`config.mk`:
```
export PLATFORM = sky130hd
export DESIGN_NAME = pipeline_wb_skid_stage
export DESIGN_NICKNAME = d
export VERILOG_FILES = /design/src/rtl/pipeline_wb_skid_stage.sv
export SDC_FILE = /design/constraint.sdc
export NUM_CORES = 1
export LEC_CHECK = 0
export CAP_MARGIN = 0
export CORE_UTILIZATION = 40
export CTS_CLUSTER_DIAMETER = 40
export DETAILED_ROUTE_END_ITERATION = 6
export PLACE_DENSITY = 0.66
export SYNTH_ARGS = -nofsm -noshare
export SYNTH_HDL_FRONTEND = slang
export SYNTH_SLANG_ARGS = --single-unit
```
`constraint.sdc`:
```
create_clock -name clk -period 15.2 [get_ports clk]
set_input_delay 3.04 -clock clk [delete_from_list [all_inputs] [get_ports clk]]
set_output_delay 3.04 -clock clk [all_outputs]
set_load 0.01 [all_outputs]
```
`src/rtl/pipeline_wb_skid_stage.sv`:
```
// Writeback skid stage: main + skid register, registered in_ready, jal link rewrite, stall counter.
// Latency 1 cycle; in_ready drops only when the skid entry fills. `WB_BYPASS_EN adds decode-forwarding outputs.
module pipeline_wb_skid_stage #(
  parameter int DSIZE    = 32,
  parameter int ASIZE    = 5,
  parameter int ISIZE    = 16,
  parameter int LINK_REG = 31,
  parameter int CNT_W    = 16
) (
  input  logic             clk,
  input  logic             rst,
  input  logic             flush,
  input  logic             in_valid,
  output logic             in_ready,
  input  logic             wen_in,
  input  logic [ASIZE-1:0] w_addr_in,
  input  logic [DSIZE-1:0] w_data_in,
  input  logic [ISIZE-1:0] PC_in,
  input  logic             jal_in,
  output logic             out_valid,
  input  logic             out_ready,
  output logic             wen_out,
  output logic [ASIZE-1:0] w_addr_out,
  output logic [DSIZE-1:0] w_data_out,
  output logic [ISIZE-1:0] PC_out,
  output logic             jal_out,
`ifdef WB_BYPASS_EN
  output logic             byp_valid,
  output logic [ASIZE-1:0] byp_addr,
  output logic [DSIZE-1:0] byp_data,
`endif
  output logic [CNT_W-1:0] stall_cnt
);

  logic             main_vld_q, main_vld_d;
  logic             main_wen_q, main_wen_d;
  logic [ASIZE-1:0] main_addr_q, main_addr_d;
  logic [DSIZE-1:0] main_data_q, main_data_d;
  logic [ISIZE-1:0] main_pc_q, main_pc_d;
  logic             main_jal_q, main_jal_d;

  logic             skid_vld_q, skid_vld_d;
  logic             skid_wen_q, skid_wen_d;
  logic [ASIZE-1:0] skid_addr_q, skid_addr_d;
  logic [DSIZE-1:0] skid_data_q, skid_data_d;
  logic [ISIZE-1:0] skid_pc_q, skid_pc_d;
  logic             skid_jal_q, skid_jal_d;

  logic             in_ready_q, in_ready_d;
  logic [CNT_W-1:0] stall_cnt_q, stall_cnt_d;

  logic             accept;
  logic             new_wen;
  logic [ASIZE-1:0] new_addr;
  logic [DSIZE-1:0] new_data;
  logic [ISIZE-1:0] pc_plus1;

  assign accept   = in_valid & in_ready_q;
  assign pc_plus1 = PC_in + ISIZE'(1);

  // jal writes the zero-extended return address into the link register; r0 is never written.
  always_comb begin
    new_addr = jal_in ? ASIZE'(LINK_REG) : w_addr_in;
    new_data = w_data_in;
    if (jal_in) begin
      new_data = '0;
      new_data[ISIZE-1:0] = pc_plus1;
    end
    new_wen = (wen_in | jal_in) & (new_addr != '0);
  end

  always_comb begin
    main_vld_d  = main_vld_q;
    main_wen_d  = main_wen_q;
    main_addr_d = main_addr_q;
    main_data_d = main_data_q;
    main_pc_d   = main_pc_q;
    main_jal_d  = main_jal_q;
    skid_vld_d  = skid_vld_q;
    skid_wen_d  = skid_wen_q;
    skid_addr_d = skid_addr_q;
    skid_data_d = skid_data_q;
    skid_pc_d   = skid_pc_q;
    skid_jal_d  = skid_jal_q;
    if (flush) begin
      main_vld_d = 1'b0;
      skid_vld_d = 1'b0;
    end else if (!main_vld_q || out_ready) begin
      // in_ready_q is low whenever skid is full, so skid refill and accept never coincide here.
      if (skid_vld_q) begin
        main_vld_d  = 1'b1;
        main_wen_d  = skid_wen_q;
        main_addr_d = skid_addr_q;
        main_data_d = skid_data_q;
        main_pc_d   = skid_pc_q;
        main_jal_d  = skid_jal_q;
        skid_vld_d  = 1'b0;
      end else if (accept) begin
        main_vld_d  = 1'b1;
        main_wen_d  = new_wen;
        main_addr_d = new_addr;
        main_data_d = new_data;
        main_pc_d   = PC_in;
        main_jal_d  = jal_in;
      end else begin
        main_vld_d = 1'b0;
      end
    end else if (accept) begin
      skid_vld_d  = 1'b1;
      skid_wen_d  = new_wen;
      skid_addr_d = new_addr;
      skid_data_d = new_data;
      skid_pc_d   = PC_in;
      skid_jal_d  = jal_in;
    end
    in_ready_d = ~skid_vld_d;
  end

  always_comb begin
    stall_cnt_d = stall_cnt_q;
    if (main_vld_q && !out_ready && (stall_cnt_q != '1))
      stall_cnt_d = stall_cnt_q + CNT_W'(1);
  end

  always_ff @(posedge clk) begin
    if (rst) begin
      main_vld_q  <= 1'b0;
      main_wen_q  <= 1'b0;
      main_addr_q <= '0;
      main_data_q <= '0;
      main_pc_q   <= '0;
      main_jal_q  <= 1'b0;
      skid_vld_q  <= 1'b0;
      in_ready_q  <= 1'b1;
      stall_cnt_q <= '0;
    end else begin
      main_vld_q  <= main_vld_d;
      main_wen_q  <= main_wen_d;
      main_addr_q <= main_addr_d;
      main_data_q <= main_data_d;
      main_pc_q   <= main_pc_d;
      main_jal_q  <= main_jal_d;
      skid_vld_q  <= skid_vld_d;
      in_ready_q  <= in_ready_d;
      stall_cnt_q <= stall_cnt_d;
    end
  end

  // Skid payload is qualified by skid_vld_q, so it needs no reset.
  always_ff @(posedge clk) begin
    skid_wen_q  <= skid_wen_d;
    skid_addr_q <= skid_addr_d;
    skid_data_q <= skid_data_d;
    skid_pc_q   <= skid_pc_d;
    skid_jal_q  <= skid_jal_d;
  end

  assign in_ready   = in_ready_q;
  assign out_valid  = main_vld_q;
  assign wen_out    = main_vld_q & main_wen_q;
  assign w_addr_out = main_addr_q;
  assign w_data_out = main_data_q;
  assign PC_out     = main_pc_q;
  assign jal_out    = main_jal_q;
  assign stall_cnt  = stall_cnt_q;

`ifdef WB_BYPASS_EN
  assign byp_valid = main_vld_q & main_wen_q;
  assign byp_addr  = main_addr_q;
  assign byp_data  = main_data_q;
`endif

endmodule

```
# Word-level counts from Yosys, hierarchy flattened
# Index checks and enable logic that the tools add are counted.
# classes
mux	17
eq_ne	1
bitwise_logic	7
n_addsub	2
n_reduce_logical	10
# ops
operator	count
two-way mux 32 bit	3
adder 16 x 1 -> 16 bit (second input constant)	2
two-way mux 16 bit	2
!= test 16 bit (second input constant)	1
two-way mux 5 bit	3
two-way mux 1 bit	9
AND reduction 3 bit	2
nonzero test 5 bit	1
AND 1 bit	3
NOT 1 bit	3
logical AND 1 bit	2
zero test 1 bit	2
nonzero test 2 bit	1
OR reduction 2 bit	1
logical OR 1 bit	1
OR 1 bit	1
# totals
elab_cells	51
ff_bits	129
output_inout_bits	73

# Depth between registers and ports, before layout
# Gate-level depths: netlist of run 1.
# logic_depth
ltp_word	5
mapped_depth	7
ltp_nobuf	6

# Worst setup path after synthesis of run 1
# No wires, ideal clock.
# synth_path
path_type	input port to flip-flop
start	in out_ready
end	reg skid_addr_q[0], enable pin
setup_ps	536
slack_ps	7648
stages	2
required_ps	14664
arrival_ps	7016
path_buffers	0
cell_sequence	nand2b_1 nor3_1
# synth_via
elab_chain_cells	3
# synth_rtl
element	line_no	source
start: declaration	21	input logic out_ready,
logical OR 1 bit	88	end else if (!main_vld_q || out_ready) begin
NOT 1 bit (no line)	--	
AND reduction 3 bit (no line)	--	
end signal: assignment	152	skid_addr_q <= skid_addr_d;
end: declaration	44	logic [ASIZE-1:0] skid_addr_q, skid_addr_d;
# Every way passes these cells.
# A chain may end at the register's enable or synchronous reset.

# Final worst setup path of run 1
# layout_path
start	in out_ready
end	reg main_wen_q
# layout_via
elab_chain_cells	2
# layout_rtl
element	line_no	source
logical OR 1 bit	88	
AND reduction 3 bit (no line)	--	
end signal: assignment	138	main_wen_q <= main_wen_d;
end: declaration	36	logic main_wen_q, main_wen_d;
# Every way passes these cells.

==> metrics, run 1 <==
RSZ-0062 raised after global routing=no; CP peak stage delay=0.74 ns; total grt overflow=0; Cell variety after synth=48; DRT iter0 DRCs=309; Setup crit start kind=input pin; die width=120 um; post-synth top area cell=edfxtp_1; initial antenna violation count=0; DRC Markers=0; # nets final=715; Top-Level Pins=133; CTS sink cnt=roughly 130; Starting Density=0.417; placed cell count=810; final setup fails=0; Syn Nets=595; Max Cap Violations=0; setup TNS=0 ns; average vias per placed instance=5.35; Post-synth EDFFs=between 50 and 60; die area=~0.015 mm^2; dpl hpwl=8.88 mm; final cell count without fillers=842; total power=0.864 mW; fraction of layout cells with a size suffix above 1=0.0811; Initial DRT Pass Iterations=5; Post-synth top cells=nor2_1, dfxtp_1, edfxtp_1, a211oi_1, mux2i_1; ANT cells=0; fin crit share=0.328; Die Ht=120 um; wire per inst=16.4 um; Peak VDD IR=0.0721 mV; CTS resizes=0; Vias=about 4.5k; worst reg2reg path depth=6; Synth Flop Type=dfxtp_1; vias in the first global route=4255; outcome=finished, final reports clean; Min Hold Slack=0.453 ns; pwr dens=113 mW/mm^2; crit path max fanout=98; CTS tree=built; Crit Path Category=input pin to flop; Tightest Pin Transition=1.15 ns; Worst EP arrival=5.31 ns; # rows=42; Slew headroom=0.234; PortBufs=between 100 and 150; Fmax=0.201 GHz; final wirelength=13.8 mm; CTS buffer count=17; top cells by area, synth=edfxtp_1, dfxtp_1, mux2i_1, a211oi_1, nor2_1; CP Cell Sequence=clkdlybuf4s50_1 > and2b_1 > nor3_4 > buf_4 > o21ai_0 > o21bai_1 > a21oi_1; Hold Crit Class=flop to flop; FFs w/ async S/R, synth=0; Syn Area/Cell=10.5 um^2; Synth Register Bits=129; clock latency on the worst-skew pair=between 0.4 and 0.5 ns; area delta synth->final=36.0%; register area share after synthesis=0.558; Clock Path Buffers=2; synthesized instance count=between 500 and 600; H-tree depth=4; Post-CTS Setup Inserts=0; Post-Syn Area=0.00562 mm^2; Ys Warns=0; Leakage=roughly 2.7 nW; max-slew violation count=0; clock skew=approximately 0.006 ns; crit end category=flop; Slowest cell on crit path=buf_4; Min Clock Period, post-route=between 4 and 5 ns; area share of the leading cell type in the synthesized netlist=0.294; area of the core=0.0135 mm^2; largest net degree at the start of global routing=99; final hold vios=0; most common cell in the synthesized netlist=nor2_1; CP required=about 16 ns; CTS root buf=clkbuf_16; first-pass GRT wire length=approximately 22 mm; clk slew on worst S/H paths=0.05 ns; Hold Crit Depth=2; GPL Wtd Cong=around 0.83; CTS Hold Bufs=0; DRT antenna net count=0; Total Routing Usage GR=0.199
-- state kept, by name, summed over array words and instances (netlist names) --
signal	flops
w_addr_out	5
in_ready	1
skid_pc_q	16
skid_vld_q	1
skid_data_q	32
PC_out	16
jal_out	1
out_valid	1
skid_wen_q	1
skid_addr_q	5
w_data_out	32
main_wen_q	1
skid_jal_q	1
stall_cnt	16
-- stage by stage --
step	setup WS (ns)	util	instance area [um^2]
finish	10.22	0.568	7640
global route	10.10	0.568	7640
CTS	10.26	0.568	7640
global placement	9.87	0.524	7050
detailed placement	9.84	0.524	7050
floorplan	7.65	-	5620
-- cells by family after synthesis --
kind of cell	share of synthesized area
AND/OR/NAND/NOR	0.169
flip-flops	0.558
AO/OA/AOI/OAI	0.130
buffers and inverters	0.0314
multiplexers	0.0740
XOR/XNOR	0.0328
adder cells (fa/ha/maj)	0.00446
-- worst paths after layout --
| kind | startpoint | end | slack, ns |
|---|---|---|---|
| setup reg to reg | skid_vld_q$_SDFF_PP0_ | main_wen_q$_SDFFE_PP0P_ | 12.23 |
| hold / removal | w_addr_out[4]$_SDFFE_PP0P_ | w_addr_out[4]$_SDFFE_PP0P_ | 0.45 |
| hold reg to reg | w_addr_out[4]$_SDFFE_PP0P_ | w_addr_out[4]$_SDFFE_PP0P_ | 0.45 |
| setup / recovery | out_ready | main_wen_q$_SDFFE_PP0P_ | 10.22 |
-- cells in the final DEF, fill, tap and decap left out, types with 2 or more instances in the layout --
cell type / synthesis / routed
a2111oi_0: 2 / 2
a211o_1: 2 / 2
a211oi_1: 46 / 46
a21oi_1: 27 / 27
a221oi_1: 4 / 4
a31oi_1: 3 / 3
and3_1: 7 / 7
buf_2: 6 / 2
buf_4: 0 / 5
bufinv_16: 0 / 2
clkbuf_16: 0 / 17
clkbuf_8: 0 / 3
clkdlybuf4s50_1: 0 / 130
clkinv_1: 0 / 2
clkinv_2: 0 / 4
clkinvlp_4: 0 / 2
dfxtp_1: 74 / 73
edfxtp_1: 55 / 55
ha_1: 2 / 2
inv_1: 9 / 9
mux2_2: 4 / 4
mux2i_1: 37 / 37
nand2_1: 27 / 27
nand2b_1: 4 / 4
nand3_1: 6 / 6
nand4_1: 7 / 7
nand4bb_1: 2 / 2
nor2_1: 77 / 77
nor2b_1: 16 / 16
nor3_1: 7 / 6
nor3_2: 3 / 3
nor4_1: 5 / 5
o211ai_1: 8 / 8
o21ai_0: 8 / 8
o21bai_1: 2 / 2
or2_2: 6 / 6
or3_1: 9 / 9
or4_1: 3 / 3
xnor2_1: 12 / 12
xor2_1: 9 / 9
-- per-layer routing --
metal,vias to the layer above,track usage,part of all wire
met5,-,0,0
met4,0,0.0741,0.013
met3,16,0.0585,0.072
met2,180,0.327,0.49
met1,2118,0.245,0.43
li1,2193,-,-
-- layout make-up --
| class | instances | area (um^2) |
|---|---|---|
| well taps | 176 | 220 |
| fillers | 1176 | 5820 |
| repair buffers | 137 | 1350 |
| multi-input cells | 359 | 2320 |
| inverters | 9 | 33.8 |
| clock buffers | 21 | 470 |
| clock inverters | 11 | 111 |
| flip-flops and latches | 129 | 3130 |
-- critical path, delay by kind of cell --
kind	cells	cell delay (ns)
AOI/OAI and AO/OA	3	0.54
buffers and inverters	2	1.24
and+or+nand+nor	2	0.41
-- where the power goes --
part	leakage [nW]	total (mW)	switching (mW)	internal [mW]
Clock	0.284	0.394	0.142	0.252
Sequential	1.11	0.380	0.00664	0.373
Combinational	1.28	0.0906	0.0439	0.0468
No activity file was read; power rests on OpenSTA's default activity.
==> run 2: changes to the inputs <==
==> constraint.sdc (replaced) <==
create_clock -name clk -period 4.7 [get_ports clk]
set_input_delay 0.94 -clock clk [delete_from_list [all_inputs] [get_ports clk]]
set_output_delay 0.94 -clock clk [all_outputs]
set_load 0.01 [all_outputs]
==> metrics, run 2 (synthesized netlist as in run 1, its figures left out) <==
Tightest Pin Transition=between 0.8 and 0.9 ns; average vias per placed instance=5.34; Total Routing Usage GR=0.214; Crit Path Category=input pin to flop; Slowest cell on crit path=nor3_4; Post-CTS Setup Inserts=0; Placement Cell Area=~0.0071 mm^2; clock latency on the worst-skew pair=0.42 ns; pwr dens=369 mW/mm^2; Max Cap Violations=0; setup TNS=0 ns; CTS tree=built; fraction of layout cells with a size suffix above 1=0.0852; area delta synth->final=36.6%; Top-Level Pins=133; met1 GRT Util=0.266; ANT cells=0; Starting Density=0.417; first-pass GRT wire length=between 20 and 25 mm; crit path max fanout=34; CP Cell Sequence=clkdlybuf4s50_1 > and2b_1 > nor3_4 > buf_4 > nor2_1 > a211oi_1; CTS Hold Bufs=0; vias in the first global route=4605; Worst EP arrival=3.08 ns; CTS root buf=clkbuf_16; DRT iter0 DRCs=228; H-tree depth=4; Clock Path Buffers=2; placed cell count=just over 800; max-slew violation count=0; design area=0.00767 mm^2; # nets final=718; Initial DRT Pass Iterations=4; outcome=finished, final reports clean; GPL Wtd Cong=0.862; Slew headroom=0.441; clk slew on worst S/H paths=0.05 ns; Fmax=between 0.3 and 0.4 GHz; Min Hold Slack=0.448 ns; CP peak stage delay=0.60 ns; Min Clock Period, post-route=2.75 ns; die width=120 um; fin crit share=0.586; final wirelength=14.7 mm; CTS sink cnt=129; initial antenna violation count=0; Peak VDD IR=0.211 mV; DRC Markers=0; CP required=5.02 ns; wire per inst=17.4 um; crit end category=flop; most common cell after layout, fill and taps aside=clkdlybuf4s50_1; Vias=around 4.5k; DRT antenna net count=0; met3 usage=0.0613; fillcell total=1198; final setup fails=0; total grt overflow=0; Die Ht=120 um; RSZ-0062 raised after global routing=no; clock skew=0.00644 ns; final cell count without fillers=845; final core utilization=0.570; CTS buffer count=17; Leakage=2.70 nW; CTS resizes=0; dpl hpwl=9.74 mm; global routing's busiest layer=met2; # rows=42; Setup crit start kind=input pin; largest net degree at the start of global routing=74; grt met2 use=0.349; fin worst setup slack=1.95 ns; final hold vios=0; PortBufs=132; Hold Crit Class=flop to flop; total power=2.83 mW; die area=between 0.01 and 0.015 mm^2; area of the core=between 0.01 and 0.015 mm^2; DP Worst Slack=between 1.5 and 2 ns; commonest non-fill, non-tap cells in the layout=clkdlybuf4s50_1, nor2_1, dfxtp_1
==> run 2: routing by layer <==
layer,up-vias,part of all wire
li1,2195,-
met1,2156,0.44
met2,140,0.49
met3,23,0.054
met4,0,0.015
met5,-,0
==> run 2: power by group <==
| group | switching, mW | internal (mW) | leakage, nW |
|---|---|---|---|
| clock | 0.471 | 0.836 | 0.287 |
| sequential | 0.0203 | 1.21 | 1.11 |
| combinational | 0.146 | 0.152 | 1.30 |
==> run 2: layout make-up <==
| class | instances | area (um^2) | share of cell area |
|---|---|---|---|
| flip-flops and latches | 129 | 3130 | 0.409 |
| multi-input cells | 359 | 2320 | 0.303 |
| clock buffers | 19 | 443 | 0.0578 |
| repair buffers | 140 | 1370 | 0.179 |
| inverters | 9 | 33.8 | 0.00441 |
| well taps | 176 | 220 | 0.0287 |
| clock inverters | 13 | 143 | 0.0186 |
==> run 2: worst paths after layout <==
path                                                  from  cells past startpoint  slack [ns]                    endpoint
worst max-delay path                             out_ready                      6        1.95     PC_out[12]$_SDFFE_PP0P_
worst min-delay path            w_addr_out[0]$_SDFFE_PP0P_                      2        0.45  w_addr_out[0]$_SDFFE_PP0P_
worst max register to register       skid_vld_q$_SDFF_PP0_                      6        2.23     PC_out[12]$_SDFFE_PP0P_
worst min register to register  w_addr_out[0]$_SDFFE_PP0P_                      2        0.45  w_addr_out[0]$_SDFFE_PP0P_
==> run 2: critical path: cells and delay by family <==
kind / cells / cell delay [ns]
compound gates: 1 / 0.23
buf+inv: 2 / 0.95
simple gates: 3 / 0.94
==> run 3: changes to the inputs <==
==> constraint.sdc (replaced) <==
create_clock -name clk -period 2.7 [get_ports clk]
set_input_delay 0.54 -clock clk [delete_from_list [all_inputs] [get_ports clk]]
set_output_delay 0.54 -clock clk [all_outputs]
set_load 0.01 [all_outputs]
==> metrics, run 3 (synthesized netlist as in run 1, its figures left out) <==
outcome=finished, final reports clean; final hold vios=0; die area=0.0145 mm^2; Setup crit start kind=input pin; crit end category=flop; setup TNS=0 ns; placed cell count=about 800; DRC Markers=0; pwr dens=607 mW/mm^2; clock latency on the worst-skew pair=0.41 ns; worst hold endpoint=w_addr_out[1]$_SDFFE_PP0P_; Hold Crit Depth=2; Hold Startpoint=w_addr_out[1]$_SDFFE_PP0P_; fin worst setup slack=0.540 ns; fraction of layout cells with a size suffix above 1=0.0973; Int Pwr=approximately 3.6 mW; Clock power frac=0.432; PortBufs=132; CTS Hold Bufs=0; wire per inst=approximately 17 um; # rows=42; vias in the first global route=4428; CTS sink cnt=129; CP required=2.86 ns; final setup fails=0; sequential power share=0.455; final cell count without fillers=854; area of the core=0.0135 mm^2; H-tree depth=4; first-pass GRT wire length=22.8 mm; most common cell after layout, fill and taps aside=clkdlybuf4s50_1; commonest non-fill, non-tap cells in the layout=clkdlybuf4s50_1, nor2_1, dfxtp_1; largest net degree at the start of global routing=between 50 and 60; design area=0.00773 mm^2; Vias=4488; CTS tree=built; clk slew on worst S/H paths=0.05 ns; Top-Level Pins=~130; Worst R2R Setup Slack=0.88 ns; Sw Share=0.227; Clock Path Buffers=2; dpl hpwl=~9.7 mm; # nets final=728; worst reg2reg path depth=5; area delta synth->final=37.7%; initial antenna violation count=0; CTS resizes=0; clock skew=0.00799 ns; Tightest Pin Transition=0.705 ns; Slew headroom=0.530; CTS buffer count=17; Combinational Power Share=0.114; CTS root buf=clkbuf_16; RR Startpoint=stall_cnt[6]$_SDFFE_PP0P_; Initial DRT Pass Iterations=4; DP Worst Slack=about 0.15 ns; R2R Path End=stall_cnt[0]$_SDFFE_PP0P_; fin crit share=0.800; ANT cells=0; Max Cap Violations=0; Min Clock Period, post-route=2.16 ns; Post-CTS Setup Inserts=0; average vias per placed instance=5.26; GPL Wtd Cong=slightly below 0.9; max-slew violation count=0; Leakage=2.74 nW; Peak VDD IR=approximately 0.41 mV; Placement Cell Area=between 0.007 and 0.008 mm^2; Fmax=0.463 GHz; RSZ-0062 raised after global routing=no; crit path max fanout=5; Starting Density=0.417; Total Routing Usage GR=0.206; DRT antenna net count=0; die width=120 um; Worst EP arrival=between 2 and 2.5 ns; Die Ht=120 um; sw power=around 1.1 mW; fillcell total=1190; final wirelength=approximately 14 mm; Min Hold Slack=0.451 ns; Crit Path Category=input pin to flop; DRT iter0 DRCs=220; total grt overflow=0; Hold Crit Class=flop to flop
[run 3: power by group through the flow]
stage | clock [mW] | combinational (mW) | sequential [mW]
3_5_place_dp | 0 | 0.536 | 2.17
2_1_floorplan | 0 | 0.214 | 2.20
5_1_grt | 2.17 | 0.580 | 2.14
4_1_cts | 2.08 | 0.539 | 2.14
6_report | 2.03 | 0.534 | 2.14
3_3_place_gp | 0 | 0.527 | 2.17
[run 3: layer usage]
metal | share of wire | vias to the layer above | global-route usage
li1 | - | 2218 | -
met1 | 0.44 | 2147 | 0.248
met2 | 0.49 | 107 | 0.343
met3 | 0.056 | 16 | 0.0613
met4 | 0.014 | 0 | 0.0810
met5 | 0 | - | 0
[run 3: metrics by stage]
step,power [mW],util
6_report,4.70,0.575
5_1_grt,4.89,0.575
4_1_cts,4.75,0.575
3_5_place_dp,2.71,0.536
3_3_place_gp,2.70,0.536
2_1_floorplan,2.41,-
[run 3: worst max path at each step]
| stage | start | endpoint | slack, ns | cells past startpoint |
|---|---|---|---|---|
| 2_1_floorplan | out_ready | skid_addr_q[0]$_DFFE_PP_ | 0.16 | 2 |
| 3_3_place_gp | PC_in[1] | skid_data_q[14]$_DFFE_PP_ | 0.22 | 6 |
| 3_5_place_dp | PC_in[1] | skid_data_q[14]$_DFFE_PP_ | 0.15 | 6 |
| 4_1_cts | PC_in[1] | skid_data_q[14]$_DFFE_PP_ | 0.56 | 6 |
| 5_1_grt | PC_in[1] | w_data_out[14]$_SDFFE_PP0P_ | 0.39 | 7 |
| 6_report | PC_in[1] | skid_data_q[14]$_DFFE_PP_ | 0.54 | 6 |
[run 3: critical path: stages]
cell and delay [ns]:
clkdlybuf4s50_1 0.56, ha_1 0.29, nand4_1 0.20, nor4_1 0.30, xor2_1 0.14, mux2_2 0.28
[run 3: cell type report]
type	count	area, um^2	share of cell area
sequential	129	3130	0.405
multi-input combinational	359	2320	0.300
timing repair buffer	150	1500	0.193
clock buffer	24	492	0.0636
tap	176	220	0.0285
clock inverter	7	35.0	0.00453
inverter	9	33.8	0.00437
